File: config.mk
export PLATFORM = sky130hd
export DESIGN_NAME = fetch_stage_unit_flat
export DESIGN_NICKNAME = d
export VERILOG_FILES = /design/src/rtl/fetch_stage_unit_pkg.sv /design/src/rtl/fetch_stage_unit_if.sv /design/src/rtl/fetch_stage_unit_if_id_pipeline_reg.sv /design/src/rtl/fetch_stage_unit.sv /design/src/flat_wrapper.sv
export SDC_FILE = /design/constraint.sdc
export NUM_CORES = 1
export LEC_CHECK = 0
export BUFFER_PORTS_ARGS = -buffer_cell sky130_fd_sc_hd__buf_2
export CORE_ASPECT_RATIO = 1.25
export CORE_MARGIN = 5
export CORE_UTILIZATION = 45
export CTS_CLUSTER_DIAMETER = 150
export DETAILED_ROUTE_END_ITERATION = 8
export PLACE_DENSITY_LB_ADDON = 0.05
export SLEW_MARGIN = 15
export SYNTH_ARGS = -nofsm -noshare
export SYNTH_HDL_FRONTEND = slang
export SYNTH_SLANG_ARGS = --single-unit
File: constraint.sdc
create_clock -name clk -period 1.85 [get_ports clk]
set_input_delay 0.0925 -clock clk [delete_from_list [all_inputs] [get_ports clk]]
set_output_delay 0.0925 -clock clk [all_outputs]
set_load 0.02 [all_outputs]
File: src/rtl/fetch_stage_unit_pkg.sv
// Shared definitions for the instruction-fetch stage: default bus widths and
// the 2-bit fetch FSM state encoding.
package fetch_stage_unit_pkg;

  localparam int ADDRESS_LEN     = 32;
  localparam int INSTRUCTION_LEN = 32;

  typedef enum logic [1:0] {
    FETCH_IDLE = 2'd0,
    FETCH_REQ  = 2'd1,
    FETCH_WAIT = 2'd2,
    FETCH_HOLD = 2'd3
  } fetch_state_e;

endpackage

File: src/rtl/fetch_stage_unit_if.sv
// Instruction-memory port: single-outstanding request/response.
//   imem_req_valid / imem_req_ready / imem_req_address : request channel
//   imem_resp_valid / imem_resp_data                     : one-cycle response pulse
// master = fetch stage, slave = instruction memory.
interface fetch_stage_unit_if #(
  parameter int ADDRESS_LEN     = fetch_stage_unit_pkg::ADDRESS_LEN,
  parameter int INSTRUCTION_LEN = fetch_stage_unit_pkg::INSTRUCTION_LEN
);
  logic                       imem_req_valid;
  logic                       imem_req_ready;
  logic [ADDRESS_LEN-1:0]     imem_req_address;
  logic                       imem_resp_valid;
  logic [INSTRUCTION_LEN-1:0] imem_resp_data;

  modport master (
    output imem_req_valid,
    output imem_req_address,
    input  imem_req_ready,
    input  imem_resp_valid,
    input  imem_resp_data
  );

  modport slave (
    input  imem_req_valid,
    input  imem_req_address,
    output imem_req_ready,
    output imem_resp_valid,
    output imem_resp_data
  );
endinterface

File: src/rtl/fetch_stage_unit_if_id_pipeline_reg.sv
// IF/ID pipeline register: (valid, pc, instruction) presented to ID.
//   clk, rst      : clock, async active-low reset
//   load_i        : capture pc_i/instr_i with valid=1
//   freeze_i      : hold all three outputs
//   flush_i       : kill valid (branch redirect); highest priority
//   valid_o/pc_o/instr_o : registered outputs
// With no load, freeze or flush the register emits a bubble (valid=0) and
// keeps its pc/instruction payload.
module if_id_pipeline_reg #(
  parameter int ADDRESS_LEN     = fetch_stage_unit_pkg::ADDRESS_LEN,
  parameter int INSTRUCTION_LEN = fetch_stage_unit_pkg::INSTRUCTION_LEN
) (
  input  logic                       clk,
  input  logic                       rst,
  input  logic                       load_i,
  input  logic                       freeze_i,
  input  logic                       flush_i,
  input  logic [ADDRESS_LEN-1:0]     pc_i,
  input  logic [INSTRUCTION_LEN-1:0] instr_i,
  output logic                       valid_o,
  output logic [ADDRESS_LEN-1:0]     pc_o,
  output logic [INSTRUCTION_LEN-1:0] instr_o
);
  logic                       valid_q;
  logic [ADDRESS_LEN-1:0]     pc_q;
  logic [INSTRUCTION_LEN-1:0] instr_q;

  always_ff @(posedge clk or negedge rst) begin
    if (!rst) begin
      valid_q <= 1'b0;
      pc_q    <= '0;
      instr_q <= '0;
    end else if (flush_i) begin
      valid_q <= 1'b0;
    end else if (load_i) begin
      valid_q <= 1'b1;
      pc_q    <= pc_i;
      instr_q <= instr_i;
    end else if (!freeze_i) begin
      valid_q <= 1'b0;
    end
  end

  assign valid_o = valid_q;
  assign pc_o    = pc_q;
  assign instr_o = instr_q;
endmodule

File: src/rtl/fetch_stage_unit.sv
// Instruction-fetch stage: owns the PC, runs the IDLE/REQ/WAIT/HOLD fetch FSM
// against a single-outstanding memory port, and feeds the IF/ID register.
//   clk, rst                      : clock, async active-low reset
//   freeze                        : hazard stall, holds IF/ID and PC
//   branch_taken, branch_address  : EXE redirect (beats freeze and responses)
//   imem                          : instruction-memory port (master side)
//   id_valid, id_pc, id_instruction : IF/ID register to ID
module fetch_stage_unit #(
  parameter int                            ADDRESS_LEN     = fetch_stage_unit_pkg::ADDRESS_LEN,
  parameter int                            INSTRUCTION_LEN = fetch_stage_unit_pkg::INSTRUCTION_LEN,
  parameter logic [ADDRESS_LEN-1:0]        RESET_PC        = '0
) (
  input  logic                       clk,
  input  logic                       rst,
  input  logic                       freeze,
  input  logic                       branch_taken,
  input  logic [ADDRESS_LEN-1:0]     branch_address,
  fetch_stage_unit_if.master         imem,
  output logic                       id_valid,
  output logic [ADDRESS_LEN-1:0]     id_pc,
  output logic [INSTRUCTION_LEN-1:0] id_instruction
);
  import fetch_stage_unit_pkg::*;

  fetch_state_e               state_q, state_d;
  logic [ADDRESS_LEN-1:0]     pc_q, pc_d;
  logic                       drop_q, drop_d;
  logic [ADDRESS_LEN-1:0]     hold_pc_q, hold_pc_d;
  logic [INSTRUCTION_LEN-1:0] hold_instr_q, hold_instr_d;

  logic                       load;
  logic [ADDRESS_LEN-1:0]     load_pc;
  logic [INSTRUCTION_LEN-1:0] load_instr;
  logic [ADDRESS_LEN-1:0]     pc_plus4;

  assign pc_plus4              = pc_q + ADDRESS_LEN'(4);
  assign imem.imem_req_valid   = (state_q == FETCH_REQ) && !branch_taken;
  assign imem.imem_req_address = pc_q;

  always_ff @(posedge clk or negedge rst) begin
    if (!rst) begin
      state_q      <= FETCH_IDLE;
      pc_q         <= RESET_PC;
      drop_q       <= 1'b0;
      hold_pc_q    <= '0;
      hold_instr_q <= '0;
    end else begin
      state_q      <= state_d;
      pc_q         <= pc_d;
      drop_q       <= drop_d;
      hold_pc_q    <= hold_pc_d;
      hold_instr_q <= hold_instr_d;
    end
  end

  always_comb begin
    state_d      = state_q;
    pc_d         = pc_q;
    drop_d       = drop_q;
    hold_pc_d    = hold_pc_q;
    hold_instr_d = hold_instr_q;
    load         = 1'b0;
    load_pc      = pc_plus4;
    load_instr   = imem.imem_resp_data;

    if (branch_taken) begin
      pc_d = branch_address;
      unique case (state_q)
        FETCH_WAIT: begin
          // A response already here is simply dropped; otherwise the
          // in-flight one must be swallowed when it lands.
          if (imem.imem_resp_valid) begin
            drop_d  = 1'b0;
            state_d = FETCH_REQ;
          end else begin
            drop_d  = 1'b1;
          end
        end
        FETCH_HOLD: begin
          hold_pc_d    = '0;
          hold_instr_d = '0;
          state_d      = FETCH_REQ;
        end
        default: ; // IDLE and REQ stay put with the new PC
      endcase
    end else begin
      unique case (state_q)
        FETCH_IDLE: state_d = FETCH_REQ;
        FETCH_REQ: begin
          if (imem.imem_req_ready) state_d = FETCH_WAIT;
        end
        FETCH_WAIT: begin
          if (imem.imem_resp_valid) begin
            if (drop_q) begin
              drop_d  = 1'b0;
              state_d = FETCH_REQ;
            end else if (!freeze) begin
              load    = 1'b1;
              pc_d    = pc_plus4;
              state_d = FETCH_REQ;
            end else begin
              hold_pc_d    = pc_plus4;
              hold_instr_d = imem.imem_resp_data;
              state_d      = FETCH_HOLD;
            end
          end
        end
        FETCH_HOLD: begin
          if (!freeze) begin
            load       = 1'b1;
            load_pc    = hold_pc_q;
            load_instr = hold_instr_q;
            pc_d       = pc_plus4;
            state_d    = FETCH_REQ;
          end
        end
        default: state_d = FETCH_IDLE;
      endcase
    end
  end

  if_id_pipeline_reg #(
    .ADDRESS_LEN     (ADDRESS_LEN),
    .INSTRUCTION_LEN (INSTRUCTION_LEN)
  ) u_if_id (
    .clk      (clk),
    .rst      (rst),
    .load_i   (load),
    .freeze_i (freeze),
    .flush_i  (branch_taken),
    .pc_i     (load_pc),
    .instr_i  (load_instr),
    .valid_o  (id_valid),
    .pc_o     (id_pc),
    .instr_o  (id_instruction)
  );
endmodule

File: src/flat_wrapper.sv
// flat-port wrapper written by rule: the top's interface ports become plain ports
module fetch_stage_unit_flat import fetch_stage_unit_pkg::*;
#(
  parameter int                            ADDRESS_LEN     = fetch_stage_unit_pkg::ADDRESS_LEN,
  parameter int                            INSTRUCTION_LEN = fetch_stage_unit_pkg::INSTRUCTION_LEN,
  parameter logic [ADDRESS_LEN-1:0]        RESET_PC        = '0
)
  (clk, rst, freeze, branch_taken, branch_address, id_valid, id_pc, id_instruction, imem_imem_req_valid, imem_imem_req_address, imem_imem_req_ready, imem_imem_resp_valid, imem_imem_resp_data);
  fetch_stage_unit_if #(.ADDRESS_LEN(ADDRESS_LEN), .INSTRUCTION_LEN(INSTRUCTION_LEN)) imem_i ();
  input  logic clk;
  input  logic rst;
  input  logic freeze;
  input  logic branch_taken;
  input  logic [ADDRESS_LEN-1:0] branch_address;
  output logic id_valid;
  output logic [ADDRESS_LEN-1:0] id_pc;
  output logic [INSTRUCTION_LEN-1:0] id_instruction;
  output wire logic [$bits(imem_i.imem_req_valid)-1:0] imem_imem_req_valid;
  output wire logic [$bits(imem_i.imem_req_address)-1:0] imem_imem_req_address;
  input wire logic [$bits(imem_i.imem_req_ready)-1:0] imem_imem_req_ready;
  input wire logic [$bits(imem_i.imem_resp_valid)-1:0] imem_imem_resp_valid;
  input wire logic [$bits(imem_i.imem_resp_data)-1:0] imem_imem_resp_data;
  assign imem_imem_req_valid = imem_i.imem_req_valid;
  assign imem_imem_req_address = imem_i.imem_req_address;
  assign imem_i.imem_req_ready = imem_imem_req_ready;
  assign imem_i.imem_resp_valid = imem_imem_resp_valid;
  assign imem_i.imem_resp_data = imem_imem_resp_data;
  fetch_stage_unit #(.ADDRESS_LEN(ADDRESS_LEN), .INSTRUCTION_LEN(INSTRUCTION_LEN), .RESET_PC(RESET_PC)) u_core (.clk(clk), .rst(rst), .freeze(freeze), .branch_taken(branch_taken), .branch_address(branch_address), .imem(imem_i), .id_valid(id_valid), .id_pc(id_pc), .id_instruction(id_instruction));
endmodule
Yosys cells after proc, flatten, opt, wreduce, memory -nomap -nowiden
Index checks and enable logic that the tools add are counted.

storage, ports and cells
  bits in registers = 164
  input bits = 70
  output and inout port bits = 98
  word-level logic and storage cells = 73

cells by class
  $add $sub $neg = 1
  equal/unequal tests = 12
  multiplexer cells = 40
  bitwise logic cells = 1
  reductions and logical operators = 11

operators by type and width
  cell                   count
  $mux 32                17
  $pmux 32 s2            1
  $add 32x3->32 const B  1
  $mux 2                 7
  $mux 1                 12
  $ne 3x3->1 const B     4
  $pmux 2 s4             1
  $reduce_and 4->1       2
  $ne 3x1->1 const B     2
  $eq 2x2->1 const B     2
  $ne 2x2->1 const B     2
  $pmux 2 s2             1
  $reduce_and 2->1       2
  $reduce_bool 2->1      2
  $reduce_and 3->1       1
  $reduce_bool 3->1      1
  $eq 2x1->1 const B     1
  $logic_not 2->1        1
  $ne 2x1->1 const B     1
  $pmux 1 s2             1
  $logic_and 1x1->1      1
  $logic_not 1->1        1
  $not 1->1              1

Logic depth before layout (Yosys ltp)
  depth in word-level cells = 7
  depth in mapped cells = 10
  depth with buffers taken out = 7

Modules after synthesis
From an unflattened synthesis, not the netlist that was laid out.

second synthesis, totals
  cell total of the unflattened synthesis = 716
  area, all modules = 8184.1 µm²

by module, submodules not included
  module              times used  cells each  area each (µm²)  sequential area each (µm²)
  fetch_stage_unit    1           577         5449.0           2477.4
  if_id_pipeline_reg  1           139         2735.1           1626.6

Least setup slack after synthesis
No wires, ideal clock.

  path type = flip-flop to flip-flop
  from = register u_core.pc_q[2], in the netlist u_core.imem.imem_req_address[2]
  to = register u_core.u_if_id.pc_q[30], in the netlist u_core.u_if_id.pc_o[30]
  setup time = 87 ps
  data arrival time = 1845 ps
  required time = 1763 ps
  setup slack = -82 ps
  cell stages (with the launch flop) = 7
  path buffers = 0
  clock period less this slack = 1932 ps
  cells stage by stage = dfrtp_1 > ha_1 > nand3_2 > nor4_1 > nand3_1 > xor2_1 > a22oi_1

between the ends
  word-level cells in the longest chain between the ends = 3

RTL lines
  item                    RTL line                                   text
  start, declared         fetch_stage_unit.sv:26                     logic [ADDRESS_LEN-1:0] pc_q, pc_d;
  start signal, assigned  fetch_stage_unit.sv:49                     pc_q <= pc_d;
  $add 32x3->32 *         fetch_stage_unit.sv:36                     assign pc_plus4 = pc_q + ADDRESS_LEN'(4);
  $mux 32                 -
  $mux 32 *               fetch_stage_unit.sv:87                     unique case (state_q)
  end signal, assigned    fetch_stage_unit_if_id_pipeline_reg.sv:37  pc_q <= pc_i;
  end, declared           fetch_stage_unit_if_id_pipeline_reg.sv:25  logic [ADDRESS_LEN-1:0] pc_q;

Mark *: on every way between the ends. The rest lies on a longest branch, timed or not.
A chain may end at the register's enable or synchronous reset.

Worst setup path in the final report
  from = register u_core.state_q[0]
  to = register u_core.pc_q[29], in the netlist u_core.imem.imem_req_address[29]

between the ends
  word-level cells in the longest chain between the ends = 3
  elaborated cells between the ends (all ways) = 8
  classes of those cells = eq/ne (4); mux (2); reduce/logical (2)

RTL lines
  item                                                                 RTL line                text
  start, declared                                                      fetch_stage_unit.sv:25  fetch_state_e state_q, state_d;
  start signal, assigned                                               fetch_stage_unit.sv:48  state_q <= state_d;
  $eq 2x2->1                                                           fetch_stage_unit.sv:87
  $ne 3x3->1 (no source line), or another cell as far along            -
  $reduce_and 3->1 (no source line) / $mux 32 (equally long branches)  -

Parallel ways exist; a longest one is shown, timed or not.

==> impl.org <==
** Status
- Outcome :: finished with violations
- Violated checks :: negative setup slack

** Setup path
- CP top delay family :: flip-flops
- For the worst setup path, the data arrival time is approximately 2200 ps.
- The worst setup path is launched from a register.
- The critical path contains buffers and inverters numbering 3 combined.
- The worst setup path is captured at a register.
- Critical path cell sequence :: inv_2, ha_4, and3b_2, o21ba_4, buf_6, clkbuf_16, nand4_1, xor2_1, o21ai_1
- Slowest CP cell :: sky130_fd_sc_hd__dfrtp_2
- Required time of the critical path :: approximately 2100 ps
- In this design, the stage delay of the slowest critical-path cell is ~410 ps.
- By startpoint and endpoint, the worst setup path is classified as register to register.
- Along the worst path, the maximum fanout reaches 6.

** Synthesis
- Top flip-flop cell by instance count after synthesis :: sky130_fd_sc_hd__dfrtp_1
- Dominant combinational cell family by area after synthesis :: simple AND/OR/NAND/NOR gates
- Warnings, synthesis :: 0
- Fraction of the mapped netlist area in simple logic gates :: 0.201
- Synthesized instance count :: roughly 820
- After synthesis, the share of flip-flops with an asynchronous set or reset is 1.00.
- Number of synthesized register bits :: around 160
- Count of cell types in the netlist :: 51
- Dividing the synthesized area by the synthesized cell count gives between 9 and 10 sq um.
- Portion of the post-synthesis area used by sequential elements :: 0.519
- Of the total synthesized cell area, the portion taken by XOR and XNOR cells is 0.0587.
- Top-area cell type share of the netlist area :: 0.519
- Leading post-synthesis cells by cell area :: sky130_fd_sc_hd__dfrtp_1 (52%), sky130_fd_sc_hd__nand2_1 (7.7%), sky130_fd_sc_hd__o21ai_0 (4.5%)
- Synth area leader :: sky130_fd_sc_hd__dfrtp_1
- The post-synthesis compound-gate area fraction came to 0.158.
- Area share of fa/ha/maj cells after synthesis :: 0.00791
- Multiplexer area fraction after synthesis :: 0.00665
- Net Count, Synth :: 899
- Number of flops mapped to enable cells by yosys :: 0
- Total standard cell area after synthesis :: 0.00791 sq mm

** Detailed routing
- The first routing iteration left ~540 violations.
- The first TritonRoute pass finished after 5 iterations.
- Routed vias :: a little over 7000
- The final layout contains routed wiring with a total length of between 20 and 30 mm.
- Remaining number of nets flagged by the antenna check after routing :: 0
- Using the TritonRoute via totals, the vias-per-cell ratio works out to around 5.4.
- Dividing the detail-routed wire length by the instance count gives between 15 and 20 um.
- In the routed design, unresolved DRC markers number 0.

** Placement
- The wire-length estimate of the detail-placed layout is 15.7 mm.
- Timing analysis after detailed placement gives a worst setup slack of -148 ps.
- The congestion estimate from routability-driven global placement came to 0.886.
- Buffers placed on the I/O ports in this run total between 150 and 200.
- Number of placed instances, taps included :: roughly 1200

** Layout
- Relative to the synthesized area, the layout overhead comes to 44.5%.
- After the last flow step, the layout net total stands at between 1000 and 1500.
- In the final layout, the share of cells above drive strength 1 is 0.335.
- Final std cells w/o fill :: 1344
- Antenna diode count :: 0
- Fill cells in the final layout number between 1000 and 1500.

** STA
- The number of hold violations in the final report was 0.
- The worst path in the final design needs a cycle of 1890 ps, including I/O delays and setup.
- Final sum of negative setup slack :: -315 ps
- Max-slew headroom at the worst pin :: 0.614
- Setup repair after global routing could not meet its margin everywhere.
- In the post-route analysis, the smallest setup slack over all paths is -43.7 ps.
- Worst Tran Pin Value :: between 500 and 600 ps
- Count of endpoints failing setup in the final report :: 29
- Timing would allow up to 528 MHz.
- In the finished design, the share of the clock period the worst path needs comes to 1.02.
- The max-slew violation total from the final report came to 0.
- Fin Clk Skew :: 9.65 ps

** Pwr
- For this design the ratio of total power to cell area is roughly 1200 mW/mm^2.
- Internal power comes to about 9 mW.
- Clock Power Share :: 0.265
- Proportion of power drawn by combinational gates :: 0.334
- Leakage power :: between 5 and 6 nW
- Total power consumption of the routed design :: about 14 mW
- For this design the total switching power over the nets is ~5 mW.
- Worst IR drop on VDD :: approximately 0.62 mV
- The share of total power dissipated in sequential elements is 0.402.
- Of the total power, the share spent switching nets is 0.355.

** Floorplan
- The die covers approximately 0.020 sq mm.
- Number of placed I/O pins :: approximately 170
- For this configuration, the core starts out at a cell density of 0.455.
- Area of the core :: around 0.017 sq mm
- Row Count :: between 50 and 60
- The die is around 130 um wide.
- Die boundary height :: 158 um

** Global routing
- Number of global-route vias before repair :: between 7000 and 8000
- For this run, the total global-route usage over all layers was measured as 0.230.
- The first global-routing pass estimated approximately 37 mm of wire.
- Entering global routing, the biggest net connects 64 pins.
- Antenna violations before repair :: 0
- Summed over all layers, the global routing overflow is 0.

** Clock tree
- Root Buffer Master :: sky130_fd_sc_hd__clkbuf_16
- TritonCTS built the clock tree.
- Maximum level of the CTS H-tree :: 4
- The clock drives about 160 sinks.
- Clock-pin slew was measured on the worst setup and hold paths at roughly 70 ps.
- In this run, CTS created clock tree buffers numbering 17.
- Clock latency on the worst-skew pair, taken at its later pin, is between 400 and 500 ps.
- No sink is reached through more buffers than the 2 on the longest clock path.

** Worst hold path
- Classification of the worst-slack hold path :: input port to register

** Job
- Maximum Capacitance Violations :: 0
-- layer usage --
metal,share of wire,GRT usage,vias to the layer above
met3,0.049,0.0331,45
li1,-,-,3427
met4,0.031,0.0810,0
met5,0,0,-
met1,0.42,0.307,3550
met2,0.50,0.384,238
-- power groups by stage --
stage / Clock [mW] / Sequential, mW / Combinational, mW
6_report: 3.65 / 5.55 / 4.61
5_1_grt: 3.86 / 5.69 / 5.02
4_1_cts: 3.71 / 5.48 / 4.23
3_5_place_dp: 0 / 5.54 / 4.10
3_3_place_gp: 0 / 5.49 / 4.00
2_1_floorplan: 0 / 6.33 / 1.61
-- flip-flops by register name, summed over array words and instances (netlist names) --
name,cells
u_core.drop_q,1
u_core.hold_instr_q,32
u_core.u_if_id.instr_o,32
u_core.u_if_id.pc_o,32
u_core.hold_pc_q,32
u_core.state_q,2
u_core.u_if_id.valid_o,1
u_core.imem.imem_req_address,32
-- cells in the mapped netlist (3+ instances only) --
library cell	n
sky130_fd_sc_hd__nand4_1	15
sky130_fd_sc_hd__and3_1	16
sky130_fd_sc_hd__nor2b_1	7
sky130_fd_sc_hd__nand3_2	3
sky130_fd_sc_hd__and4_1	3
sky130_fd_sc_hd__a31oi_1	38
sky130_fd_sc_hd__nor3_1	11
sky130_fd_sc_hd__o21ai_0	71
sky130_fd_sc_hd__nor2_1	62
sky130_fd_sc_hd__dfrtp_1	164
sky130_fd_sc_hd__ha_1	5
sky130_fd_sc_hd__a22o_1	40
sky130_fd_sc_hd__buf_2	20
sky130_fd_sc_hd__inv_1	8
sky130_fd_sc_hd__xnor2_1	18
sky130_fd_sc_hd__nand3_1	19
sky130_fd_sc_hd__a21oi_1	22
sky130_fd_sc_hd__nor4_4	5
sky130_fd_sc_hd__o21ai_1	19
sky130_fd_sc_hd__buf_6	6
sky130_fd_sc_hd__clkbuf_1	23
sky130_fd_sc_hd__nor4_1	3
sky130_fd_sc_hd__nand2_1	162
sky130_fd_sc_hd__xor2_1	35
sky130_fd_sc_hd__buf_4	11
sky130_fd_sc_hd__mux2i_1	3
-- repair_timing --
action,CTS,global route
pin swaps,2,38
setup buffers,1,25
endpoints found under the hold margin,261,0
setup endpoints to repair,34,72
hold buffers,66,0
resized for setup,6,118
cloned,0,13
-- cell families (layout without fill, tap and decap cells) --
family          Yosys count  in the layout
compound gates          202            202
xor+xnor                 53             53
fa+ha+maj                 5              5
buf+inv                  70            366
flops                   164            164
mux                       5              5
simple gates            325            325
-- path summary, 6_finish.rpt --
path                       depth (start not counted)  slack, ps                          endpoint                 start
min in group asynchronous                          2        160         u_core.u_if_id.instr_o[9]                   rst
min reg2reg                                        2        470              u_core.hold_pc_q[28]  u_core.hold_pc_q[28]
max                                                9        -40  u_core.imem.imem_req_address[29]     u_core.state_q[0]
max reg2reg                                        9        -40  u_core.imem.imem_req_address[29]     u_core.state_q[0]
min                                                2        120   u_core.imem.imem_req_address[1]          branch_taken
max in group asynchronous                          3       1090  u_core.imem.imem_req_address[26]                   rst
-- area by class of cell --
cell class / count / area, sq um / share of cell area
Tap cell: 224 / 280 / 0.0245
Clock inverter: 11 / 151 / 0.0133
Clock buffer: 20 / 457 / 0.0400
Inverter: 8 / 30.0 / 0.00263
Multi-Input combinational cell: 590 / 3760 / 0.329
Timing Repair Buffer: 327 / 2630 / 0.230
Sequential cell: 164 / 4110 / 0.360
-- worst reg2reg max path: cells and delay by family (launching register included) --
| kind | cells | cell delay [ps] |
|---|---|---|
| fa+ha+maj | 1 | 160 |
| compound gates | 2 | 320 |
| simple gates | 2 | 330 |
| xor+xnor | 1 | 190 |
| buf+inv | 3 | 350 |
| flops | 1 | 410 |
-- placed cells by master, fill, tap and decap left out, types with 10 or more instances in the layout --
cell type,count
sky130_fd_sc_hd__a21oi_1,13
sky130_fd_sc_hd__a22o_1,40
sky130_fd_sc_hd__a31oi_1,38
sky130_fd_sc_hd__and3_1,13
sky130_fd_sc_hd__buf_12,15
sky130_fd_sc_hd__buf_2,166
sky130_fd_sc_hd__buf_4,56
sky130_fd_sc_hd__buf_6,11
sky130_fd_sc_hd__clkbuf_16,27
sky130_fd_sc_hd__dfrtp_1,157
sky130_fd_sc_hd__dlygate4sd3_1,66
sky130_fd_sc_hd__nand2_1,150
sky130_fd_sc_hd__nand3_1,14
sky130_fd_sc_hd__nand4_1,15
sky130_fd_sc_hd__nor2_1,60
sky130_fd_sc_hd__nor3_1,10
sky130_fd_sc_hd__o21ai_0,41
sky130_fd_sc_hd__o21ai_1,44
sky130_fd_sc_hd__xnor2_1,16
sky130_fd_sc_hd__xor2_1,30
-- stage by stage --
step | hold slack, ps | cell area (sq um) | util
2_1_floorplan | -203 | 7920 | -
3_3_place_gp | 27.6 | 9250 | 0.533
4_1_cts | 96.1 | 10500 | 0.607
6_report | 117 | 11400 | 0.658
5_1_grt | 121 | 11400 | 0.658
3_5_place_dp | 35.4 | 9250 | 0.533
No activity file was read; power rests on OpenSTA's default activity.
